File: src/rtl/keypad_scan_ctrl.sv
`default_nettype none
// ============================================================================
// Module   : keypad_scan_ctrl
// Purpose  : 4x4 matrix keypad column scanner. It debounces one key press and
//            its release, then presents a one-hot {row, col} pair with a
//            single-cycle acceptance strobe.
// Revision : 1.0 - initial release
// ============================================================================
module keypad_scan_ctrl #(
  parameter int SCAN_DIV     = 1000,
  parameter int DEBOUNCE_CNT = 4
) (
  input  logic       clk,
  input  logic       rst,
  input  logic [3:0] row_in,
  output logic [3:0] col_drive,
  output logic [3:0] key_row,
  output logic [3:0] key_col,
  output logic       key_strobe,
  output logic       key_held
);

  localparam int                 c_DIV_W      = $clog2(SCAN_DIV);
  localparam logic [c_DIV_W-1:0] c_DIV_LAST   = c_DIV_W'(SCAN_DIV - 1);
  localparam logic [c_DIV_W-1:0] c_DIV_ONE    = c_DIV_W'(1);
  localparam logic [3:0]         c_DEB_TARGET = 4'(DEBOUNCE_CNT);
  // A single-tick debounce accepts (or releases) on the detecting tick itself.
  localparam bit                 c_ACCEPT_NOW = (DEBOUNCE_CNT == 1);

  typedef enum logic [1:0] {
    ST_SCAN     = 2'd0,
    ST_DEBOUNCE = 2'd1,
    ST_PRESSED  = 2'd2,
    ST_RELEASE  = 2'd3
  } state_t;

  logic [3:0]         r_row_meta;
  logic [3:0]         r_row_s;
  logic [c_DIV_W-1:0] r_div;
  state_t             r_state;
  logic [3:0]         r_col;
  logic [3:0]         r_cand_row;
  logic [3:0]         r_cand_col;
  logic [3:0]         r_cnt;
  logic [3:0]         r_key_row;
  logic [3:0]         r_key_col;
  logic               r_strobe;
  logic               r_held;

  logic               w_tick;
  logic [3:0]         w_rot;
  logic               w_row_onehot;
  logic               w_match;
  logic [3:0]         w_cnt_inc;
  logic               w_cnt_done;

  assign w_tick       = (r_div == c_DIV_LAST);
  assign w_rot        = {r_col[2:0], r_col[3]};
  // Exactly one row line high; ghosting or multi-key patterns are rejected.
  assign w_row_onehot = (r_row_s != 4'd0) && ((r_row_s & (r_row_s - 4'd1)) == 4'd0);
  assign w_match      = (r_row_s == r_cand_row);
  assign w_cnt_inc    = r_cnt + 4'd1;
  assign w_cnt_done   = (w_cnt_inc == c_DEB_TARGET);

  // Two-flop synchroniser for the asynchronous row lines.
  always_ff @(posedge clk or posedge rst) begin
    if (rst) begin
      r_row_meta <= 4'd0;
      r_row_s    <= 4'd0;
    end else begin
      r_row_meta <= row_in;
      r_row_s    <= r_row_meta;
    end
  end

  // Free-running dwell divider; its last count is the scan tick.
  always_ff @(posedge clk or posedge rst) begin
    if (rst) begin
      r_div <= '0;
    end else if (w_tick) begin
      r_div <= '0;
    end else begin
      r_div <= r_div + c_DIV_ONE;
    end
  end

  // Scan / debounce / hold / release sequencer, advancing only on ticks.
  always_ff @(posedge clk or posedge rst) begin
    if (rst) begin
      r_state    <= ST_SCAN;
      r_col      <= 4'b0001;
      r_cand_row <= 4'd0;
      r_cand_col <= 4'd0;
      r_cnt      <= 4'd0;
      r_key_row  <= 4'd0;
      r_key_col  <= 4'd0;
      r_strobe   <= 1'b0;
      r_held     <= 1'b0;
    end else begin
      r_strobe <= 1'b0;
      if (w_tick) begin
        case (r_state)
          ST_SCAN: begin
            if (w_row_onehot) begin
              r_cand_row <= r_row_s;
              r_cand_col <= r_col;
              if (c_ACCEPT_NOW) begin
                r_key_row <= r_row_s;
                r_key_col <= r_col;
                r_strobe  <= 1'b1;
                r_held    <= 1'b1;
                r_cnt     <= 4'd0;
                r_state   <= ST_PRESSED;
              end else begin
                r_cnt   <= 4'd1;
                r_state <= ST_DEBOUNCE;
              end
            end else begin
              r_col <= w_rot;
            end
          end

          ST_DEBOUNCE: begin
            if (w_match) begin
              if (w_cnt_done) begin
                r_key_row <= r_cand_row;
                r_key_col <= r_cand_col;
                r_strobe  <= 1'b1;
                r_held    <= 1'b1;
                r_cnt     <= 4'd0;
                r_state   <= ST_PRESSED;
              end else begin
                r_cnt <= w_cnt_inc;
              end
            end else begin
              r_cnt   <= 4'd0;
              r_col   <= w_rot;
              r_state <= ST_SCAN;
            end
          end

          ST_PRESSED: begin
            if (!w_match) begin
              if (c_ACCEPT_NOW) begin
                r_held  <= 1'b0;
                r_cnt   <= 4'd0;
                r_col   <= w_rot;
                r_state <= ST_SCAN;
              end else begin
                r_cnt   <= 4'd1;
                r_state <= ST_RELEASE;
              end
            end
          end

          ST_RELEASE: begin
            if (!w_match) begin
              if (w_cnt_done) begin
                r_held  <= 1'b0;
                r_cnt   <= 4'd0;
                r_col   <= w_rot;
                r_state <= ST_SCAN;
              end else begin
                r_cnt <= w_cnt_inc;
              end
            end else begin
              // Key came back before release was confirmed: still the same press.
              r_cnt   <= 4'd0;
              r_state <= ST_PRESSED;
            end
          end

          default: begin
            r_cnt   <= 4'd0;
            r_col   <= 4'b0001;
            r_state <= ST_SCAN;
          end
        endcase
      end
    end
  end

  assign col_drive  = r_col;
  assign key_row    = r_key_row;
  assign key_col    = r_key_col;
  assign key_strobe = r_strobe;
  assign key_held   = r_held;

endmodule
`default_nettype wire

File: config.mk
export PLATFORM = sky130hd
export DESIGN_NAME = keypad_scan_ctrl
export DESIGN_NICKNAME = d
export VERILOG_FILES = /design/src/rtl/keypad_scan_ctrl.sv
export SDC_FILE = /design/constraint.sdc
export NUM_CORES = 1
export LEC_CHECK = 0
export CELL_PAD_IN_SITES_DETAIL_PLACEMENT = 1
export CELL_PAD_IN_SITES_GLOBAL_PLACEMENT = 1
export CORE_UTILIZATION = 25
export CTS_BUF_LIST = sky130_fd_sc_hd__clkbuf_16
export CTS_CLUSTER_SIZE = 40
export DETAILED_ROUTE_END_ITERATION = 6
export PLACE_DENSITY_LB_ADDON = 0.05
export SLEW_MARGIN = 20
export SYNTH_ARGS = -nofsm -noshare
export SYNTH_HDL_FRONTEND = slang
export SYNTH_SLANG_ARGS = --single-unit
File: constraint.sdc
create_clock -name clk -period 2.58 [get_ports clk]
set_input_delay 0.516 -clock clk [delete_from_list [all_inputs] [get_ports clk]]
set_output_delay 0.516 -clock clk [all_outputs]
set_load 0.005 [all_outputs]
==> results of run 1 <==
==> worst max-delay path, delay by kind of cell (launching register included) <==
| family | cells | cell delay [ns] |
|---|---|---|
| AND/OR/NAND/NOR | 4 | 1.17 |
| flip-flops | 1 | 0.39 |
| multiplexers | 1 | 0.31 |
| adder cells (fa/ha/maj) | 1 | 0.24 |
| buffers and inverters | 1 | 0.21 |
==> cells by family after synthesis <==
| family | share of synthesized area |
|---|---|
| adders and majority gates | 0.0183 |
| and+or+nand+nor | 0.136 |
| AOI/OAI and AO/OA | 0.100 |
| xor gates and xnor gates | 0.0469 |
| buffers and inverters | 0.0140 |
| DFF | 0.561 |
| muxes | 0.124 |
==> per-stage QoR <==
stage | util | hold WS (ns) | std cells | area, um^2
6_report | 0.328 | 0.350 | 293 | 2570
4_1_cts | 0.328 | 0.352 | 293 | 2570
3_5_place_dp | 0.306 | 0.336 | 285 | 2400
3_3_place_gp | 0.306 | 0.335 | 285 | 2400
5_1_grt | 0.328 | 0.367 | 293 | 2570
2_1_floorplan | - | 0.331 | 160 | 2060
==> cells in the mapped netlist, drive strengths merged (2+ instances only) <==
cell type and instances:
a21oi 4, a22o 2, a2bb2oi 2, a31o 2
a32o 2, and2 3, and3 2, clkbuf 3
dfrtp 45, ha 3, inv 2, mux2 20
nand2 8, nand3 4, nand3b 2, nor2 12
nor3 2, o21ai 7, o31ai 2, or3 3
or4b 2, xnor2 3, xor2 8
==> final timing paths <==
check	slack (ns)	start	cells after the start	to
worst max-delay path	0.14	r_div[0]	7	key_col[2]
worst min-delay path	0.35	r_row_meta[2]	0	r_row_s[2]
worst max register to register	0.14	r_div[0]	7	key_col[2]
worst min register to register	0.35	r_row_meta[2]	0	r_row_s[2]
max in group asynchronous	1.51	rst	3	r_cnt[0]
min in group asynchronous	0.49	rst	2	r_div[4]
==> registers in the layout, indices dropped and copies added (netlist names), named ones only <==
name	count
r_state	1
key_col	4
r_cand_col	4
key_row	4
r_row_meta	4
key_held	1
r_div	10
r_row_s	4
r_cand_row	4
r_cnt	4
key_strobe	1
col_drive	4
==> routing by layer <==
layer / global-route usage / vias up / routed length, um
met1: 0.143 / 692 / 1970
met5: 0 / - / 0
met4: 0.0308 / 0 / 43
li1: - / 639 / -
met2: 0.171 / 14 / 2000
met3: 0.0378 / 4 / 150
==> final cells by class <==
cell class / count / area [um^2] / area share
clock inverters: 3 / 43.8 / 0.0170
multi-input cells: 109 / 875 / 0.340
clock buffers: 5 / 125 / 0.0486
flip-flops and latches: 46 / 1150 / 0.448
repair buffers: 26 / 243 / 0.0943
inverters: 2 / 7.51 / 0.00292
well taps: 102 / 128 / 0.0496
==> report_power, final <==
| group | internal [mW] | leakage (nW) | switching [mW] | total [mW] |
|---|---|---|---|---|
| Combinational | 0.0149 | 0.455 | 0.0221 | 0.0370 |
| Sequential | 0.727 | 0.606 | 0.00531 | 0.733 |
| Clock | 0.459 | 0.0842 | 0.272 | 0.731 |
==> run_results.csv, run 1 <==
group,metric,value,unit
floorplan,core-area,7850,um^2
clocking,ctsLongestPathBuffers,2,
clocking,cts_root_buf,"clkbuf_16",
floorplan,die_width,92.7,um
critical_path,worst_path_max_delay_cell,"or3_1",
layout,drive_gt1_frac,0.267,
layout,layout_common_cells,"dfrtp_1, clkdlybuf4s50_1, mux2_2, nor2_1",
clocking,cts_buffers,5,
clocking,clkSinkCount,46,
clocking,cts.htree.levels,2,
clocking,clk_latency,0.28,ns
logic_synthesis,synth_top_cell_area_share,0.548,
global_routing,grtUsageTotal,0.109,
logic_synthesis,synth-edff-count,0,
global_routing,grt-ovfl-total,0,
critical_path,start_kind,"register",
sta,setup_slack,0.145,ns
floorplan,die_area,8590,um^2
placed_design,hpwlAfterDp,3040,um
logic_synthesis,ys_types,47,
power_and_ir_drop,ir_worst_vdd,0.288,mV
clocking,cts_setup_buffers,0,
logic_synthesis,synthArstFlopShare,1.00,
clocking,cts-resized-gates,0,
placed_design,pre_cts_slack,0.140,ns
global_routing,grt_pass1_wl,7270,um
logic_synthesis,synth_area_leaders,"dfrtp_1, mux2_2, mux2_4",
routing,dr.first_iter.drc_count,52,
critical_path,cp_max_fo,7,
sta,relSlewSlack,0.531,
sta,setup_viol,0,
sta,fin_skew,0.00654,ns
layout,nets,199,
floorplan,fp.dieH,92.7,um
sta,setup_tns,0,ns
routing,vias,1349,
logic_synthesis,synth.net_count,169,
global_routing,grt_max_degree,21,
run_status,status,"completed",
critical_path,cpPeakStageDelay,0.41,ns
clocking,cts_tree,"built",
floorplan,start_util,0.262,
critical_path,setup.worst_path.class,"register to register",
clocking,hold_buffers,0,
sta,rsz0062_at_grt,"no",
critical_path,required,2.75,ns
sta,max_freq,411,MHz
routing,wl,4160,um
power_and_ir_drop,total_power,1.50,mW
global_routing,first_global_vias,1445,
run,maxCapViolCount,0,
routing,vias_per_cell,4.60,
critical_path,crit_path_end_kind,"register",
logic_synthesis,synth_top_flop_cell,"dfrtp_1",
logic_synthesis,synthCells,160,
layout,layout_commonest_cell,"dfrtp_1",
sta,tightest_slew,0.692,ns
hold_path,hold_path_class,"register to register",
routing,dr.pass1.iters,4,
layout,diodes,0,
layout,area_delta_synth_final,25.2,%
floorplan,ioPinCount,20,
placed_design,gp_congestion,0.679,
floorplan,fp-row-count,32,
logic_synthesis,syn_area,2060,um^2
critical_path,cp.arrival,2.61,ns
logic_synthesis,yosysSeqAreaShare,0.561,
logic_synthesis,ys_ff_latch,46,
sta,finalHoldViolCount,0,
routing,ant_nets,0,
logic_synthesis,synth_area_leader_cell,"dfrtp_1",
sta,layout_min_cycle_time,2.44,ns
routing,drc,0,
clocking,clkTransAtPathRegs,0.07,ns
logic_synthesis,ys.warnings.count,0,
logic_synthesis,avgSynthCellArea,12.8,um^2
global_routing,antenna_found_initial,0,
sta,timing.final.crit_share,0.944,
power_and_ir_drop,powerDensity,583,nW/um^2
layout,fillCellCount,858,
power_and_ir_drop,leakagePower,1.15,nW
sta,slew_viol_final,0,
routing,wl_per_cell,14.2,um
placed_design,port_buffers,19,
critical_path,path_cells,"ha_1 > nand4b_1 > or3_1 > or3_4 > nor3_4 > buf_4 > mux2_4",
(Power assumes the default switching activity.)
==> run 2: changes to the inputs <==
- CAP_MARGIN: not set -> 5
==> results of run 2 <==
Same layout as run 1: the final DEF is identical, and so are final timing and power.
==> run 3: changes to the inputs <==
- CORE_ASPECT_RATIO: not set -> 1.5
- CTS_BUF_LIST: sky130_fd_sc_hd__clkbuf_16 -> sky130_fd_sc_hd__clkbuf_8
==> run 3 against run 2 <==
Power is 19% lower. Non-clock buffer count did not move. Global-route usage increased by 0.81 points. Clock power decreased by 39%. Cell count rose by 1.0%. Via count up 0.37%. Count of clock-buffer cells in the layout rose by 1. Register-to-register slack barely moved. Routed wire length increased by 7.2%. Highest routed layer unchanged.
==> run_results.csv, run 3 (synthesis gave the netlist of run 1 again) <==
group,metric,value,unit
run_status,status,"completed",
sta,max_freq,411,MHz
power_and_ir_drop,internal-power,0.953,mW
placed_design,pre_cts_slack,0.168,ns
layout,largest_reg_flops,10,
power_and_ir_drop,p_switching,0.260,mW
routing,dr.first_iter.drc_count,76,
clocking,ctsLongestPathBuffers,2,
critical_path,path_cells,"ha_1 > nand4b_1 > or3_1 > or3_4 > nor3_4 > buf_12 > mux2_4",
layout,area_delta_synth_final,22.2,%
clocking,clkSinkCount,46,
hold_path,hold_path_class,"register to register",
critical_path,cp_max_fo,9,
critical_path,rr_endpoint,"key_col[2]",
critical_path,cpPeakStageDelay,0.41,ns
routing,dr.pass1.iters,4,
floorplan,fp.dieH,113,um
sta,setup_tns,0,ns
critical_path,crit_path_end_kind,"register",
sta,layout_min_cycle_time,2.43,ns
sta,timing.final.crit_share,0.943,
floorplan,fp-row-count,40,
clocking,cts_tree,"built",
global_routing,antenna_found_initial,0,
placed_design,port_buffers,19,
layout,drive_gt1_frac,0.262,
routing,vias_per_cell,4.57,
global_routing,grt_pass1_wl,7700,um
placed_design,gp_congestion,0.718,
sta,finalHoldViolCount,0,
critical_path,rr_startpoint,"r_div[0]",
global_routing,grtUsageTotal,0.117,
sta,slew_viol_final,0,
global_routing,grt_max_degree,47,
power_and_ir_drop,clock_power_share,0.367,
clocking,cts_buffers,5,
clocking,clkTransAtPathRegs,0.08,ns
clocking,clk_latency,0.30,ns
layout,nets,199,
critical_path,cp.arrival,2.61,ns
critical_path,reg2regPathDepth,7,
critical_path,required,2.76,ns
layout,layout_common_cells,"dfrtp_1, clkdlybuf4s50_1, mux2_2, nor2_1",
power_and_ir_drop,powerDensity,483,nW/um^2
clocking,cts.htree.levels,2,
floorplan,core-area,8010,um^2
power_and_ir_drop,ir_worst_vdd,0.255,mV
sta,fin_skew,0.00766,ns
power_and_ir_drop,total_power,1.21,mW
layout,regMostFlops,"r_div",
placed_design,hpwlAfterDp,3310,um
critical_path,start_kind,"register",
floorplan,die_width,76.0,um
floorplan,die_area,8600,um^2
clocking,hold_buffers,0,
critical_path,reg2reg_slack,0.15,ns
clocking,cts_setup_buffers,0,
hold_path,min_from,"r_row_meta[3]",
run,maxCapViolCount,0,
sta,relSlewSlack,0.548,
sta,tightest_slew,0.668,ns
routing,drc,0,
routing,wl_per_cell,15.1,um
power_and_ir_drop,pwr-share-seq,0.603,
floorplan,ioPinCount,20,
power_and_ir_drop,leakagePower,1.12,nW
hold_path,holdPathStages,0,
layout,fillCellCount,915,
power_and_ir_drop,p_comb_frac,0.029,
routing,ant_nets,0,
layout,layout_commonest_cell,"dfrtp_1",
layout,diodes,0,
global_routing,grt-ovfl-total,0,
critical_path,setup.worst_path.class,"register to register",
global_routing,first_global_vias,1526,
critical_path,cpLargestDelayFamily,"simple AND/OR/NAND/NOR gates",
critical_path,worst_path_max_delay_cell,"dfrtp_1",
sta,setup_viol,0,
floorplan,start_util,0.257,
clocking,cts_root_buf,"clkbuf_8",
sta,rsz0062_at_grt,"no",
routing,vias,1354,
sta,setup_slack,0.146,ns
clocking,cts-resized-gates,0,
power_and_ir_drop,swShare,0.214,
routing,wl,4460,um
critical_path,cp-startpoint,"r_div[0]",
hold_path,worst_hold_path.endpoint,"r_row_s[3]",
critical_path,path_buf_inv,1,
## run 3: cell count changes in the layout (fill, tap and decap cells not counted)
| cell | before | now |
|---|---|---|
| buf_4 | 7 | 6 |
| bufinv_16 | 1 | 0 |
| clkbuf_16 | 5 | 0 |
| inv_1 | 1 | 2 |
| buf_12 | 0 | 1 |
| inv_6 | 1 | 0 |
| clkbuf_8 | 0 | 6 |
## run 3: how the worst max path moves through the flow
stage / slack [ns] / end / cells after the start
6_report: 0.15 / key_col[2] / 7
4_1_cts: 0.12 / key_col[2] / 7
3_5_place_dp: 0.17 / key_col[1] / 7
5_1_grt: 0.04 / key_col[2] / 7
2_1_floorplan: 0.22 / key_col[0] / 6
3_3_place_gp: 0.26 / key_col[3] / 7
## run 3: cell type report
type / count / area, um^2 / share of cell area
multi-input combinational: 109 / 875 / 0.348
tap: 105 / 131 / 0.0523
clock buffer: 6 / 82.6 / 0.0329
clock inverter: 2 / 8.76 / 0.00349
inverter: 2 / 7.51 / 0.00299
sequential: 46 / 1150 / 0.459
timing repair buffer: 26 / 255 / 0.102
## run 3: through the flow
step	cells	hold slack (ns)	cell area (um^2)	util
final	296	0.351	2510	0.314
after global routing	296	0.360	2510	0.314
after CTS	296	0.356	2510	0.314
after detailed placement	288	0.336	2420	0.302
after global placement	288	0.333	2420	0.302
after floorplan	160	0.331	2060	-
## run 3: power by group through the flow
| stage | clock [mW] | sequential [mW] | combinational [mW] |
|---|---|---|---|
| 4_1_cts | 0.477 | 0.732 | 0.0375 |
| 3_5_place_dp | 0 | 0.746 | 0.0374 |
| 2_1_floorplan | 0 | 0.745 | 0.0210 |
| 6_report | 0.445 | 0.732 | 0.0355 |
| 3_3_place_gp | 0 | 0.746 | 0.0361 |
| 5_1_grt | 0.499 | 0.733 | 0.0411 |
## run 3: metal layers
layer	share of wire	wire, um	up-vias	GRT usage
li1	-	-	636	-
met2	0.56	2480	21	0.216
met4	0.022	97	0	0.0615
met1	0.39	1730	691	0.122
met3	0.033	148	6	0.0298
met5	0	0	-	0
